**config.mk**
```make
export PLATFORM = sky130hd
export DESIGN_NAME = fxcs
export DESIGN_NICKNAME = d
export VERILOG_FILES = /design/src/rtl/fxcs.sv
export SDC_FILE = /design/constraint.sdc
export NUM_CORES = 1
export LEC_CHECK = 0
export ABC_AREA = 1
export CORE_UTILIZATION = 56
export DETAILED_ROUTE_END_ITERATION = 16
export PLACE_DENSITY = 0.95
export SLEW_MARGIN = 10
export SYNTH_ARGS = -nofsm -noshare
export SYNTH_HDL_FRONTEND = slang
export SYNTH_SLANG_ARGS = --single-unit
export TNS_END_PERCENT = 20
```
**constraint.sdc**
```tcl
create_clock -name i_clk -period 1.33 [get_ports i_clk]
set_input_delay 0.399 -clock i_clk [delete_from_list [all_inputs] [get_ports i_clk]]
set_output_delay 0.399 -clock i_clk [all_outputs]
set_load 0.01 [all_outputs]
```
**src/rtl/fxcs.sv**
```systemverilog
// fxcs: registered one-hot select of the set bit nearest to a target index
module fxcs #(
    parameter int WIDTH = 16,
    parameter int ABSTRACT_MODEL = 0,
    localparam int TW = (WIDTH > 2) ? $clog2(WIDTH) : 1
) (
    input  logic             i_clk,
    input  logic             i_rstn,
    input  logic [TW-1:0]    i_target,
    input  logic [WIDTH-1:0] i_vector,
    output logic [WIDTH-1:0] o_onehot
);

    logic [WIDTH-1:0] sel;

    if (ABSTRACT_MODEL != 0) begin : g_abs
        int best;
        int d;
        // linear scan in ascending index; strict < keeps the lower bit on ties
        always_comb begin
            sel = '0;
            best = 1 << 30;
            d = 0;
            for (int i = 0; i < WIDTH; i++) begin
                d = (i > int'(i_target)) ? i - int'(i_target) : int'(i_target) - i;
                if (i_vector[i] && d < best) begin
                    best = d;
                    sel = '0;
                    sel[i] = 1'b1;
                end
            end
        end
    end else begin : g_str
        logic [WIDTH-1:0] lo_mask, lo_set, hi_set, lo_rev, lo_rev_oh, lo_oh, hi_oh;
        logic [TW-1:0]    lo_idx, hi_idx, lo_dist, hi_dist;
        logic             pick_lo;
        // split at the target: nearest below is the highest set bit of the lower part
        // (isolated on the bit-reversed vector), nearest above is the lowest set bit
        // of the upper part; a target past the top leaves the upper part empty
        always_comb begin
            lo_mask = '0;
            lo_rev = '0;
            lo_oh = '0;
            lo_idx = '0;
            hi_idx = '0;
            for (int i = 0; i < WIDTH; i++) lo_mask[i] = TW'(i) <= i_target;
            lo_set = i_vector & lo_mask;
            hi_set = i_vector & ~lo_mask;
            for (int i = 0; i < WIDTH; i++) lo_rev[i] = lo_set[WIDTH-1-i];
            lo_rev_oh = lo_rev & -lo_rev;
            for (int i = 0; i < WIDTH; i++) lo_oh[i] = lo_rev_oh[WIDTH-1-i];
            hi_oh = hi_set & -hi_set;
            for (int i = 0; i < WIDTH; i++) begin
                lo_idx = lo_idx | (lo_oh[i] ? TW'(i) : '0);
                hi_idx = hi_idx | (hi_oh[i] ? TW'(i) : '0);
            end
            lo_dist = i_target - lo_idx;
            hi_dist = hi_idx - i_target;
            pick_lo = |lo_set && (~|hi_set || lo_dist <= hi_dist);
            sel = pick_lo ? lo_oh : hi_oh;
        end
    end

    // output register, cleared asynchronously by reset
    always_ff @(posedge i_clk or negedge i_rstn) begin
        if (!i_rstn) o_onehot <= '0;
        else         o_onehot <= sel;
    end

endmodule

```
==> results of run 1 <==
## Yosys cell counts (all sizes together)
cell type / number
xnor2: 2
fa: 2
nand3b: 4
nor2: 39
nor3b: 2
buf: 6
a21oi: 4
nor3: 13
xor2: 2
nand3: 36
ha: 10
dfrtp: 16
o21ai: 11
nand4: 11
nand2: 99
inv: 38
## cell families after synthesis
group | synth area share [%]
simple gates | 52.6
buf+inv | 10.5
compound gates | 4.29
xor+xnor | 1.91
flops | 21.8
fa+ha+maj | 8.98
## metrics by stage
step                      instance area [µm²]  TNS [ns]
after floorplan                          1930    -31.55
after global placement                   2840    -42.70
after detailed placement                 2840    -46.46
==> summary.txt, run 1 <==
cts repair resizes - 129
Last stage - clock tree synthesis
total setup buffers inserted after CTS - 32
hold-fix buffers at CTS - 0
area share of the largest cell type after synthesis - 21.8%
sequential area share after synthesis - 21.8%
Rows - 20
Post-Synthesis Cells - 295
syn avg cell area - 6.23 µm²
area leader, netlist - dfrtp_1
post-synth design cell area - 1840 µm²
Post-Syn Nets - 329
I/O pin count - 38
dpl hpwl - 5.76 mm
H-tree levels - 1
dpl cells - 440
die width - 59.3 µm
pre-CTS WS - -2.93 ns
#FFs+latches synth - 16
effective utilization at floorplan - 59.8%
port buffer count - 37
Ys Warns - 0
routability cong. - 1.00
Die Y-Extent - 59.3 µm
CTS root buf - clkbuf_4
Netlist cell types - 27
dominant cells by area after synthesis - dfrtp_1 22%, nand2_1 19%, nand3_1 8.4%
cts bufs inserted - 3
Longest Clk Path Bufs - 2
clock sink total - 16
Run Error - [ERROR DPL-0038] Utilization greater than 100%, impossible to legalize
status - stopped before the end
==> run 2: changes to the inputs <==
CORE_UTILIZATION = 40   (was 56)
PLACE_DENSITY = not set   (was 0.95)
PLACE_DENSITY_LB_ADDON = 0.15   (was not set)
==> run 2 against run 1 <==
  * The flow now finishes, with violations (setup timing)
  * Synthesized cell count stayed put
  * Area after synthesis stayed put
==> summary.txt, run 2 <==
status - complete, but fails checks
violated checks - setup timing
crit start category - input pin
die width - 69.8 µm
Switching Fraction - 42.5%
CTS root buf - clkbuf_8
sequential area share after synthesis - 21.8%
nets - 470
dominant cells by area after synthesis - dfrtp_1 22%, nand2_1 19%, nand3_1 8.4%
Psw - 1.32 mW
worst vdd ir - 557 µV
crit path launch - i_vector[9]
critical path type - input pin to flop
layout cells sized above 1 - 44.8%
Pwr Total - 3.11 mW
Least-Margin Pin Slew - 0.312 ns
CTS clk-pin slew, worst paths - 0.06 ns
Tcrit/Tclk final - 265%
Critical-path top delay cell - clkdlybuf4s50_1
# fillers - 315
die area - 4870 µm²
global-route wire length before repair - 10.6 mm
dpl hpwl - 4.82 mm
relative slew slack - 79.1%
Post-Synthesis Cells - 295
H-tree levels - 1
Post-Layout Cell Count - 487
sequential share of power - 18.4%
top flop regs - o_onehot (16)
Longest Clk Path Bufs - 2
Clock power frac - 13.0%
Synth async-reset ratio - 100%
most frequent cells in the layout - 98 x buf_4, 77 x nand2_1, 31 x inv_1, 27 x nor2_1, 20 x dlygate4sd2_1
Antenna diodes - 0
most frequent cell after synthesis - nand2_1
Comb power frac - 68.7%
critical path endpoint category - flop
Initial DRC Count - 110
initial antenna violation count - 0
commonest non-fill, non-tap cell in the layout - buf_4
I/O pin count - 38
critical path cell sequence - clkdlybuf4s50_1, nand3_2, nand2_1, nor2_2, nand4_1, nand2_2, buf_4, buf_4, buf_4, buf_4, buf_4, buf_4, buf_4, nor2_2, nand2_1, nand2_1, nand2_2, ha_4, nand2_2, o21ai_2, nand3_4, buf_6, nand3b_1, nand2_1
worst min-delay path class - input pin to async pin
dpl cells - 458
routability cong. - 0.916
cell mode on critical path - buf_4
area share of the largest cell type after synthesis - 21.8%
clock sink total - 16
Synth top cells by count - 93 x nand2_1, 34 x inv_1, 33 x nor2_1, 31 x nand3_1, 16 x dfrtp_1
Slew Viols, Final - 0
leakage power - 1.98 nW
Via density - 5.21
effective utilization at floorplan - 42.0%
crit-path max FO - 7
WL final - 6.88 mm
RSZ-0062 raised after global routing - yes
DR WL/cell - 14.1 µm
area of the multi-input gates - 1570 µm²
Vias - 2536
syn avg cell area - 6.23 µm²
Req. time, crit path - 1.46 ns
number of flip-flops in the largest register - 16
Rows - 24
port buffer count - 37
internal power - 1.79 mW
cts bufs inserted - 3
max-cap violation count - 0
pwr/cell area - 913 nW/µm²
setup ws final - -2.19 ns
FF+latch area - 400 µm²
Post-Syn Nets - 329
Netlist cell types - 27
crit path time final - 3.52 ns
final hold violation count - 0
largest net degree at the start of global routing - 17
area leader, netlist - dfrtp_1
Max Clk Rate - 0.284 GHz
Crit path arrival time - 3.65 ns
#FFs+latches synth - 16
Detail Route Antenna Nets - 0
core area - 4380 µm²
Ys Warns - 0
Total Routing Usage GR - 26.8%
post-synth design cell area - 1840 µm²
first-pass detailed-route iteration total - 5
CP max stage delay - 0.53 ns
area delta synth->final - 85.2%
vias in the first global route - 2413
Top FF cell, synth - dfrtp_1
CTS tree - done
final setup vio count - 16
Post-synth EDFFs - 0
Die Y-Extent - 69.8 µm
Most flops, register - o_onehot
drt drc - 0
GR Overflow Total - 0
## run 2: routing by layer
metal / track usage [%] / wire length, µm / vias up
met5: 0 / 0 / -
met4: 10.0 / 327 / 0
met3: 0.872 / 408 / 35
met2: 48.4 / 3500 / 116
met1: 33.6 / 2640 / 1151
li1: - / - / 1234
## run 2: layout make-up
class | count | area share (%)
clock buffers | 4 | 1.62
multi-input cells | 236 | 46.2
inverters | 38 | 4.19
repair buffers | 141 | 34.3
flip-flops and latches | 16 | 11.8
well taps | 52 | 1.91
## run 2: worst max-delay path: cells and delay by family
kind            cells  cell delay (ns)
buf+inv             9             1.57
simple gates       13             1.25
fa+ha+maj           1             0.29
compound gates      1             0.17
## run 2: final timing paths
check                               end  slack [ns]  cells past startpoint
setup / recovery            o_onehot[7]       -2.19                     24
hold / removal             o_onehot[11]        0.47                      2
max in group asynchronous   o_onehot[9]        0.70                      2
min in group i_clk         o_onehot[14]        0.72                      6
## run 2: through the flow
stage / util (%) / setup TNS, ns / hold WS, ns / instance area, µm² / worst slack [ns]
6_report: 77.7 / -34.56 / 0.468 / 3410 / -2.19
5_1_grt: 77.7 / -37.81 / 0.497 / 3410 / -2.41
4_1_cts: 73.6 / -32.25 / 0.471 / 3230 / -2.04
3_5_place_dp: 66.3 / -45.34 / 0.734 / 2910 / -2.86
3_3_place_gp: 66.3 / -43.44 / 0.726 / 2910 / -2.73
2_1_floorplan: - / -31.55 / 0.103 / 1930 / -2.00
## run 2: what timing repair did
item	4_1_cts	5_1_grt
setup endpoints to repair	32	16
pin swaps	31	29
hold buffers	0	0
endpoints found under the hold margin	0	0
cloned	2	0
buffers inserted	20	5
resized for setup	67	42
## run 2: kinds of logic after synthesis
kind of cell	count (synthesis)	share of synthesized area (%)
AO/OA/AOI/OAI	15	4.29
XOR/XNOR	4	1.91
adder cells (fa/ha/maj)	12	8.98
buffers and inverters	44	10.5
flip-flops	16	21.8
AND/OR/NAND/NOR	204	52.6
## run 2: power groups by stage
stage          combinational, mW  clock (mW)  sequential (mW)
2_1_floorplan               1.02           0            0.627
3_3_place_gp                1.61           0            0.583
3_5_place_dp                1.65           0            0.586
4_1_cts                     1.96       0.414            0.574
5_1_grt                     2.31       0.437            0.577
6_report                    2.14       0.403            0.572
Note: power is estimated with default switching activity, not from simulation.
